==> src/rtl/fast_copy_encoder_if.sv <==
`default_nettype none
// ============================================================================
//  Module      : fast_copy_encoder_if
//  Description : Message-in / byte-out bundle for fast_copy_encoder.
//                master : message source and byte sink (drives in_valid,
//                         in_msg, dict_clr, out_ready)
//                slave  : the encoder (drives in_ready, out_valid,
//                         out_data, out_last)
//  Revision    : 1.0 - initial release
// ============================================================================
interface fast_copy_encoder_if #(
    parameter int MSG_BITS = 280
) ();
    logic                in_valid;
    logic                in_ready;
    logic [MSG_BITS-1:0] in_msg;
    logic                dict_clr;
    logic                out_valid;
    logic                out_ready;
    logic [7:0]          out_data;
    logic                out_last;

    modport master (
        output in_valid, in_msg, dict_clr, out_ready,
        input  in_ready, out_valid, out_data, out_last
    );

    modport slave (
        input  in_valid, in_msg, dict_clr, out_ready,
        output in_ready, out_valid, out_data, out_last
    );
endinterface
`default_nettype wire

==> src/rtl/fast_copy_encoder.sv <==
`default_nettype none
// ============================================================================
//  Module      : fast_copy_encoder
//  Description : FAST copy-operator encoder. Accepts one decoded message per
//                handshake, applies the copy operator to PID/MC/MT against a
//                one-entry dictionary, and streams pmap, present header
//                bytes, 5 time bytes and 25 body bytes out MSB first.
//  Ports       : clk    - system clock
//                rst_n  - asynchronous active-low reset
//                bus    - fast_copy_encoder_if.slave (message in, bytes out,
//                         dict_clr)
//  Config      : FAST_ENC_COPY_EN - when defined, builds the dictionary and
//                copy comparators; otherwise pmap is fixed at 16'h8000, all
//                header bytes are sent and dict_clr is ignored.
//  Revision    : 1.0 - initial release
// ============================================================================
module fast_copy_encoder #(
    parameter int MSG_BITS = 280
) (
    input  wire logic            clk,
    input  wire logic            rst_n,
    fast_copy_encoder_if.slave   bus
);

    typedef enum logic [0:0] {
        ST_IDLE = 1'b0,
        ST_SEND = 1'b1
    } state_t;

    localparam logic [5:0] c_FULL_LEN = 6'd35;

    state_t         r_state;
    logic [5:0]     r_idx;
    logic [5:0]     r_len;
    logic [271:0]   r_buf;
    logic           r_out_valid;
    logic [7:0]     r_out_data;
    logic           r_out_last;

    logic [7:0]     w_pid;
    logic [7:0]     w_mc;
    logic [7:0]     w_mt;
    logic [239:0]   w_tail;
    logic           w_accept;
    logic           w_copy_pid;
    logic           w_copy_mc;
    logic           w_copy_mt;
    logic [1:0]     w_ncopy;
    logic [15:0]    w_pmap;
    logic [23:0]    w_hdr;
    logic [263:0]   w_stream;
    logic           w_unused_rsvd;

    assign w_pid    = bus.in_msg[279:272];
    assign w_mc     = bus.in_msg[271:264];
    assign w_mt     = bus.in_msg[263:256];
    assign w_tail   = {bus.in_msg[247:208], bus.in_msg[199:0]};
    assign w_unused_rsvd = ^{bus.in_msg[255:248], bus.in_msg[207:200]};

    assign w_accept = bus.in_valid && (r_state == ST_IDLE);

`ifdef FAST_ENC_COPY_EN
    logic [7:0] r_dict_pid;
    logic [7:0] r_dict_mc;
    logic [7:0] r_dict_mt;
    logic       r_dict_vld;

    // A clear arriving with the accepted message wins over the stored entry,
    // so that message is encoded as if the dictionary were empty.
    assign w_copy_pid = r_dict_vld && !bus.dict_clr && (w_pid == r_dict_pid);
    assign w_copy_mc  = r_dict_vld && !bus.dict_clr && (w_mc  == r_dict_mc);
    assign w_copy_mt  = r_dict_vld && !bus.dict_clr && (w_mt  == r_dict_mt);

    // Loading on acceptance takes priority over a coincident clear.
    always_ff @(posedge clk or negedge rst_n) begin
        if (!rst_n) begin
            r_dict_pid <= 8'h00;
            r_dict_mc  <= 8'h00;
            r_dict_mt  <= 8'h00;
            r_dict_vld <= 1'b0;
        end else if (w_accept) begin
            r_dict_pid <= w_pid;
            r_dict_mc  <= w_mc;
            r_dict_mt  <= w_mt;
            r_dict_vld <= 1'b1;
        end else if (bus.dict_clr) begin
            r_dict_vld <= 1'b0;
        end
    end
`else
    logic w_unused_dict_clr;

    assign w_copy_pid        = 1'b0;
    assign w_copy_mc         = 1'b0;
    assign w_copy_mt         = 1'b0;
    assign w_unused_dict_clr = bus.dict_clr;
`endif

    assign w_ncopy = {1'b0, w_copy_pid} + {1'b0, w_copy_mc} + {1'b0, w_copy_mt};
    assign w_pmap  = {1'b1, w_copy_pid, w_copy_mc, w_copy_mt, 12'h000};

    // Present header bytes are packed right-aligned in transmit order; the
    // stream is then shifted up by one byte per copied field so the first
    // present byte lands at the top and the time/body follow without gaps.
    always_comb begin
        w_hdr = 24'h000000;
        if (!w_copy_pid) w_hdr = {w_hdr[15:0], w_pid};
        if (!w_copy_mc)  w_hdr = {w_hdr[15:0], w_mc};
        if (!w_copy_mt)  w_hdr = {w_hdr[15:0], w_mt};
    end

    assign w_stream = {w_hdr, w_tail} << {w_ncopy, 3'b000};

    // The message is held in a byte shift register: out_data always carries
    // the current byte and r_buf[271:264] the next one, so each handshake
    // simply shifts by one byte.
    always_ff @(posedge clk or negedge rst_n) begin
        if (!rst_n) begin
            r_state     <= ST_IDLE;
            r_idx       <= 6'd0;
            r_len       <= 6'd0;
            r_buf       <= '0;
            r_out_valid <= 1'b0;
            r_out_data  <= 8'h00;
            r_out_last  <= 1'b0;
        end else begin
            case (r_state)
                ST_IDLE: begin
                    if (w_accept) begin
                        r_state     <= ST_SEND;
                        r_idx       <= 6'd0;
                        r_len       <= c_FULL_LEN - {4'b0000, w_ncopy};
                        r_buf       <= {w_pmap[7:0], w_stream};
                        r_out_valid <= 1'b1;
                        r_out_data  <= w_pmap[15:8];
                        r_out_last  <= 1'b0;
                    end
                end
                ST_SEND: begin
                    if (bus.out_ready) begin
                        if (r_out_last) begin
                            r_state     <= ST_IDLE;
                            r_idx       <= 6'd0;
                            r_out_valid <= 1'b0;
                            r_out_last  <= 1'b0;
                        end else begin
                            r_idx      <= r_idx + 6'd1;
                            r_out_data <= r_buf[271:264];
                            r_buf      <= {r_buf[263:0], 8'h00};
                            r_out_last <= ((r_idx + 6'd1) == (r_len - 6'd1));
                        end
                    end
                end
                default: begin
                    r_state     <= ST_IDLE;
                    r_out_valid <= 1'b0;
                    r_out_last  <= 1'b0;
                end
            endcase
        end
    end

    assign bus.in_ready  = (r_state == ST_IDLE);
    assign bus.out_valid = r_out_valid;
    assign bus.out_data  = r_out_data;
    assign bus.out_last  = r_out_last;

endmodule
`default_nettype wire

==> src/flat_wrapper.sv <==
// flat-port wrapper written by rule: the top's interface ports become plain ports
module fast_copy_encoder_flat 
#(
    parameter int MSG_BITS = 280
)
  (clk, rst_n, bus_in_valid, bus_in_msg, bus_dict_clr, bus_out_ready, bus_in_ready, bus_out_valid, bus_out_data, bus_out_last);
  fast_copy_encoder_if #(.MSG_BITS(MSG_BITS)) bus_i ();
  input  wire logic clk;
  input  wire logic rst_n;
  input wire logic [$bits(bus_i.in_valid)-1:0] bus_in_valid;
  input wire logic [$bits(bus_i.in_msg)-1:0] bus_in_msg;
  input wire logic [$bits(bus_i.dict_clr)-1:0] bus_dict_clr;
  input wire logic [$bits(bus_i.out_ready)-1:0] bus_out_ready;
  output wire logic [$bits(bus_i.in_ready)-1:0] bus_in_ready;
  output wire logic [$bits(bus_i.out_valid)-1:0] bus_out_valid;
  output wire logic [$bits(bus_i.out_data)-1:0] bus_out_data;
  output wire logic [$bits(bus_i.out_last)-1:0] bus_out_last;
  assign bus_i.in_valid = bus_in_valid;
  assign bus_i.in_msg = bus_in_msg;
  assign bus_i.dict_clr = bus_dict_clr;
  assign bus_i.out_ready = bus_out_ready;
  assign bus_in_ready = bus_i.in_ready;
  assign bus_out_valid = bus_i.out_valid;
  assign bus_out_data = bus_i.out_data;
  assign bus_out_last = bus_i.out_last;
  fast_copy_encoder #(.MSG_BITS(MSG_BITS)) u_core (.clk(clk), .rst_n(rst_n), .bus(bus_i));
endmodule
==> config.mk <==
export PLATFORM = sky130hd
export DESIGN_NAME = fast_copy_encoder_flat
export DESIGN_NICKNAME = d
export VERILOG_FILES = /design/src/rtl/fast_copy_encoder_if.sv /design/src/rtl/fast_copy_encoder.sv /design/src/flat_wrapper.sv
export SDC_FILE = /design/constraint.sdc
export NUM_CORES = 1
export LEC_CHECK = 0
export CAP_MARGIN = 20
export CORE_AREA = 10 10 159 176
export CTS_BUF_LIST = sky130_fd_sc_hd__clkbuf_8 sky130_fd_sc_hd__clkbuf_16
export DETAILED_ROUTE_END_ITERATION = 7
export DIE_AREA = 0 0 169 186
export GPL_TIMING_DRIVEN = 0
export PLACE_DENSITY = 0.95
export SYNTH_ARGS = -nofsm -noshare
export SYNTH_HDL_FRONTEND = slang
export SYNTH_SLANG_ARGS = --single-unit
==> constraint.sdc <==
create_clock -name clk -period 3 [get_ports clk]
set_clock_uncertainty 0.2 [all_clocks]
set_input_delay 0.6 -clock clk [delete_from_list [all_inputs] [get_ports clk]]
set_output_delay 0.6 -clock clk [all_outputs]
set_load 0.05 [all_outputs]
==> flow_summary_export.csv <==
group,metric,value,unit
place,post-place-ws,0.223,ns
die,die_h,186,µm
cts,clock_latency,0.55,ns
setup_path,path_buf_inv,4,
setup_path,cp_slowest_cell,"clkdlybuf4s15_2",
detailed_routing,wl,39.7,mm
detailed_routing,post_drt_via_cell_ratio,5.79,
yosys,yosys.area_share.simple,9.22,%
setup_path,critical_path.endpoint_type,"primary output",
power_and_ir_drop,p_leak,8.93,nW
sta,fmax,349,MHz
setup_path,path_cells,"buf_2 -> buf_4 -> clkinvlp_4 -> clkdlybuf4s15_2",
setup_path,arrival,2.07,ns
cts,postCtsSetupBuffers,0,
yosys,synth_mux_area_share,19.3,%
cts,cts_max_path_buffers,3,
yosys,yosysWarningCount,0,
yosys,synth_top_cell_by_area,"dfrtp_1",
layout,drive_gt1_share,8.72,%
cts,cts_tree,"yes",
die,die_x,169,µm
sta,hold_viol,0,
yosys,synth_top_area_share,54.8,%
sta,maxSlewHeadroom,54.3,%
sta,fin_crit,2.87,ns
setup_path,critPathMaxStageDelay,0.40,ns
yosys,synth_top_family_by_area,"multiplexers",
cts,htreeDepth,1,
die,core,0.0242,mm²
place,gp_congestion,0.881,
power_and_ir_drop,power_density,755,mW/mm²
yosys,ys_ff_latch,290,
place,hpwl,29.4,mm
die,rows,60,
setup_path,startpoint_type,"flop",
sta,setup_viol,0,
layout,nNetsFinal,1840,
yosys,ys.flop_type,"dfrtp_1",
min_path,holdCritPathClass,"input pin to flop",
setup_path,critPathMaxFanout,10,
yosys,synthXorXnorAreaFrac,0.0661,%
yosys,synth_area_leaders,"dfrtp_1 55%, mux2i_1 19%, nand2_1 8.0%",
sta,tns,0,ns
yosys,synth_seq_area_share,54.8,%
cts,clkTransAtPathRegs,0.06,ns
place,place.port_buffers,277,
yosys,synth_most_common_cell,"dfrtp_1",
detailed_routing,first_iter_violations,848,
detailed_routing,drtPass1Iterations,6,
sta,post-route-period-util,95.5,%
cts,cts-root-buf,"clkbuf_16",
detailed_routing,antenna_left,0,
power_and_ir_drop,peakVddDrop,0.000483,V
sta,tightest_slew,0.668,ns
layout,layout.cells.non_filler,1894,
sta,drv_slew,0,
setup_path,cp_data_required_time,2.20,ns
grt,antenna_found_initial,11,
yosys,synth-compound-area-share,11.7,%
die,start_util,54.6,%
cts,numCtsBuffers,30,
setup_path,criticalPathCategory,"flop to primary output",
yosys,ys_top_cells_by_count,"290 x dfrtp_1, 281 x nand2_1, 256 x mux2i_1",
yosys,synthCells,1242,
layout,syn2layout_area_growth,32.2,%
detailed_routing,via_count,11000,
detailed_routing,wl_per_cell,21.0,µm
setup_path,crit_family,"buffers and inverters",
yosys,syn_area,0.0133,mm²
yosys,synth_cell_types,36,
grt,grt_max_degree,124,
cts,cts_sinks,290,
die,dieArea,0.0314,mm²
yosys,syn_nets,1528,
flow_run,max_cap_violations,0,
grt,first_global_vias,11900,
outcome,status,"completed",
sta,fin_ws,0.134,ns
grt,grtUsageTotal,24.5,%
grt,grt_pass1_wl,62.4,mm
yosys,synthAdderAreaFrac,0.0944,%
layout,n_fill_cell,1545,
yosys,async_flop_share,100,%
die,num_io_pins,296,
yosys,synth_edf_count,0,
sta,rsz0062_at_grt,"false",
yosys,syn_area_per_cell,10.7,µm²
place,post-place-cells,1831,
detailed_routing,drc,0,
grt,overflow,0,
kinds of logic (layout without fill, tap and decap cells):
| group | after synthesis | count (layout) |
|---|---|---|
| AND/OR/NAND/NOR | 307 | 307 |
| AO/OA/AOI/OAI | 291 | 291 |
| flip-flops | 290 | 290 |
| multiplexers | 256 | 256 |
| buffers and inverters | 96 | 426 |
| adder cells (fa/ha/maj) | 1 | 1 |
| XOR/XNOR | 1 | 1 |
| other | 0 | 12 |
worst reg2reg max path, cell delays in order (launching register included):
cell and delay [ns]:
dfrtp_1 0.46, ha_1 0.30, nand2b_1 0.16, a2111oi_0 0.64
o21ai_0 0.21, nand3_1 0.12
final cells by class:
| cell class | instances | area [µm²] | area share [%] |
|---|---|---|---|
| sequential | 290 | 7260 | 41.4 |
| multi-input combinational | 856 | 5350 | 30.6 |
| timing repair buffer | 280 | 2840 | 16.2 |
| clock buffer | 36 | 845 | 4.82 |
| buffer | 92 | 627 | 3.58 |
| tap | 310 | 388 | 2.21 |
| clock inverter | 14 | 158 | 0.900 |
| antenna | 12 | 30.0 | 0.171 |
| inverter | 4 | 18.8 | 0.107 |
where the power goes:
part / switching, W / internal [W] / leakage [nW]
sequential: 0.000864 / 0.00524 / 3.76
combinational: 0.00177 / 0.00156 / 4.67
clock: 0.00154 / 0.00224 / 0.509
state kept, by name (all words and copies together), names as in the netlist:
| signal | cells |
|---|---|
| u_core.r_len | 1 |
| u_core.bus.out_data | 8 |
| u_core.bus.out_last | 1 |
| u_core.r_state | 1 |
| u_core.r_buf | 272 |
| u_core.r_idx | 6 |
| u_core.bus.out_valid | 1 |
routing by layer:
| layer | wire, µm | vias to the layer above | share of wire [%] | global-route usage, % |
|---|---|---|---|---|
| met5 | 0 | - | 0 | 0 |
| li1 | - | 4931 | - | - |
| met1 | 15500 | 5428 | 39 | 29.7 |
| met4 | 1930 | 0 | 4.9 | 12.7 |
| met2 | 19900 | 486 | 50 | 41.4 |
| met3 | 2320 | 122 | 5.8 | 4.09 |
cell usage in the layout (no fill, tap or decap), drive strengths merged, types with 2 or more instances in the layout:
cell	netlist	final
diode	0	12
inv	3	7
nor2	4	4
clkdlybuf4s50	0	275
nand2b	2	2
buf	66	69
clkinvlp	0	2
bufinv	0	3
a2111oi	2	2
dfrtp	290	290
a22o	15	15
nand2	281	281
or2	2	2
a21oi	3	3
o21ai	265	265
mux2i	256	256
clkinv	1	6
clkbuf	26	62
nand3b	2	2
nand3	11	11
path summary, 6_finish.rpt:
kind,start,cells after the start,slack (ns),to
worst max register to register,u_core.r_idx[0],5,0.84,u_core.bus.out_last
max in group asynchronous,rst_n,4,0.77,u_core.r_buf[226]
worst min register to register,u_core.r_buf[7],2,0.27,u_core.r_buf[7]
min in group asynchronous,rst_n,2,0.35,u_core.r_buf[121]
worst max-delay path,u_core.r_state,4,0.13,bus_in_ready
worst min-delay path,bus_in_valid,3,0.20,u_core.r_buf[7]
metrics by stage:
| step | total power [W] | util (%) | instance area, µm² | hold WS [ns] |
|---|---|---|---|---|
| floorplan | 0.00801 | - | 13300 | 0.104 |
| global placement | 0.00908 | 67.7 | 16400 | 0.252 |
| finish | 0.0132 | 72.2 | 17500 | 0.198 |
| CTS | 0.0132 | 72.1 | 17500 | 0.178 |
| detailed placement | 0.00939 | 67.9 | 16500 | 0.255 |
| global route | 0.0139 | 72.2 | 17500 | 0.182 |
repair_timing:
item,in CTS,in global routing
hold buffers,1,0
gates resized for setup,3,1
endpoints found under the setup margin,1,1
endpoints found under the hold margin,48,0
No activity file was read; power rests on OpenSTA's default activity.
==> patch (same flow settings) <==
`c_FULL_LEN`: 6'd35 -> 6'd32.
--- a/src/rtl/fast_copy_encoder.sv
+++ b/src/rtl/fast_copy_encoder.sv
@@ -27,7 +27,7 @@
         ST_SEND = 1'b1
     } state_t;
 
-    localparam logic [5:0] c_FULL_LEN = 6'd35;
+    localparam logic [5:0] c_FULL_LEN = 6'd32;
 
     state_t         r_state;
     logic [5:0]     r_idx;
Function: same outputs for any inputs over 4 cycles, from zero or initial values and one cycle with rst_n low; that may be too few to reach the edited logic, so the function may still have changed.
==> patch against the original RTL <==
- area after synthesis shrank 1.2%
- wire length is 3.3% lower
- setup slack improved by 0.098 ns
- final area down 1.2%
- non-clock buffer count up 1
- total power is 20% lower
- sequential cell count unchanged
- sequential power decreased by 19%
- critical endpoint unchanged
- highest routed layer is now met5
==> patch: results (changes against the original RTL) <==
stage	metric	value	unit	change
logic_synthesis	yosysSeqAreaShare	55.4	%	was 54.8%
finish	max_flop_register	u_core.r_buf		unchanged
min_path	hp-class	reg2reg		was in2reg
clock_tree	cts_buffers	29		was 30
logic_synthesis	async_reset_ff_share	100	%	unchanged
placement	placed_cell_area	16300	um2	was 16500 um2
logic_synthesis	syn_area	13100	um2	was 13300 um2
clock_tree	clk_pin_slew	0.06	ns	about the same
logic_synthesis	syn_nets	1549		was 1528
grt	antenna_found_initial	2		was 11
logic_synthesis	synthTopCellsByCount	308 x nand2_1, 290 x dfrtp_1, 256 x mux2i_1		was 290 x dfrtp_1, 281 x nand2_1, 256 x mux2i_1
grt	grt_pass1_wl	60.9	mm	was 62.4 mm
logic_synthesis	ys.warnings.count	0		unchanged
placement	gp_congestion	0.852		was 0.881
logic_synthesis	synth_area_leaders	dfrtp_1 55%, mux2i_1 20%, o21ai_1 9.3%, nand2_1 8.8%, buf_2 1.7%		was dfrtp_1 55%, mux2i_1 19%, nand2_1 8.0%, o21ai_1 5.5%, o21ai_0 4.5%
clock_tree	cts-root-buf	clkbuf_16		unchanged
clock_tree	insertion_delay	0.55	ns	about the same
logic_synthesis	yosysUniqueCellTypes	28		was 36
finish	drive_gt1_share	6.96	%	was 8.72%
pwr	leakagePower	9.16	nW	was 8.93 nW
run_status	status	completed		unchanged
pwr	vdd_ir_drop_max	465	uV	was 483 uV
detailed_routing	drt_iter0_drc	831		was 848
placement	place_ws	0.350	ns	was 0.223 ns
sta	worst_pin_slew	0.722	ns	was 0.668 ns
detailed_routing	viasPerCell	5.66		was 5.79
grt	grt_pass1_vias	11700		was 11900
worst_setup_path	arrival	1.97	ns	was 2.07 ns
detailed_routing	drt_pass1_iterations	5		was 6
grt	grt_max_degree	130		was 124
placement	dp_hpwl	28.5	mm	was 29.4 mm
detailed_routing	wl	38.4	mm	was 39.7 mm
grt	grt_use_total	23.8	%	was 24.5%
finish	stdcell_count	1905		was 1894
clock_tree	cts_setup_buffers	0		unchanged
worst_setup_path	worstPathMaxFanout	10		unchanged
finish	largest_reg_flops	272		unchanged
clock_tree	cts_max_level	1		unchanged
placement	numPortBuffers	278		was 277
clock_tree	clock_path_buffers	3		unchanged
logic_synthesis	netlist_instances	1262		was 1242
-- patch: metal layers --
layer / share of wire (%) / routed length, um / vias up / GRT usage (%)
met2: 50 / 19400 / 465 / 41.6
li1: - / - / 4946 / -
met1: 38 / 14600 / 5270 / 27.2
met3: 8.2 / 3140 / 96 / 6.52
met4: 3.4 / 1290 / 4 / 8.88
met5: 0.070 / 27 / - / 0
-- patch: power breakdown --
group	internal, mW	total, mW	switching, mW
clock network	2.20	3.69	1.49
logic	0.869	1.86	0.987
registers	4.55	4.97	0.423
total	7.62	10.5	2.90
-- patch: cells by family after synthesis --
logic type / Yosys count / share of synthesized area, %
compound gates: 270 / 10.4
xor+xnor: 5 / 0.335
fa+ha+maj: 2 / 0.191
buf+inv: 95 / 3.73
flops: 290 / 55.4
mux: 256 / 19.6
simple gates: 344 / 10.3
-- patch: critical path: stages (launching register included) --
cell and delay, ns:
dfrtp_1 0.32, buf_4 0.17, buf_2 0.29, clkinv_1 0.31, clkbuf_2 0.33
-- patch: final timing paths --
check                           slack [ns]                     end              startpoint  cells past startpoint
min in group asynchronous             0.34        u_core.r_buf[34]                   rst_n                      2
worst max register to register        0.91        u_core.r_buf[23]          u_core.r_state                      6
worst min-delay path                  0.27  u_core.bus.out_data[1]  u_core.bus.out_data[1]                      2
worst max-delay path                  0.23            bus_in_ready          u_core.r_state                      4
worst min register to register        0.27  u_core.bus.out_data[1]  u_core.bus.out_data[1]                      2
max in group asynchronous             1.31       u_core.r_buf[250]                   rst_n                      3
-- patch: final cells by class --
type,instances,area [um2]
diodes,1,2.50
flip-flops and latches,290,7260
fillers,1661,6940
clock inverters,14,145
well taps,310,388
multi-input cells,877,5350
inverters,3,11.3
repair buffers,281,2850
plain buffers,92,477
clock buffers,37,836
-- patch: repair_timing --
action                                  in CTS  in global routing
hold buffers                                 1                  0
endpoints found under the setup margin       1                  1
endpoints found under the hold margin       39                  0
gates resized for setup                      1                  2
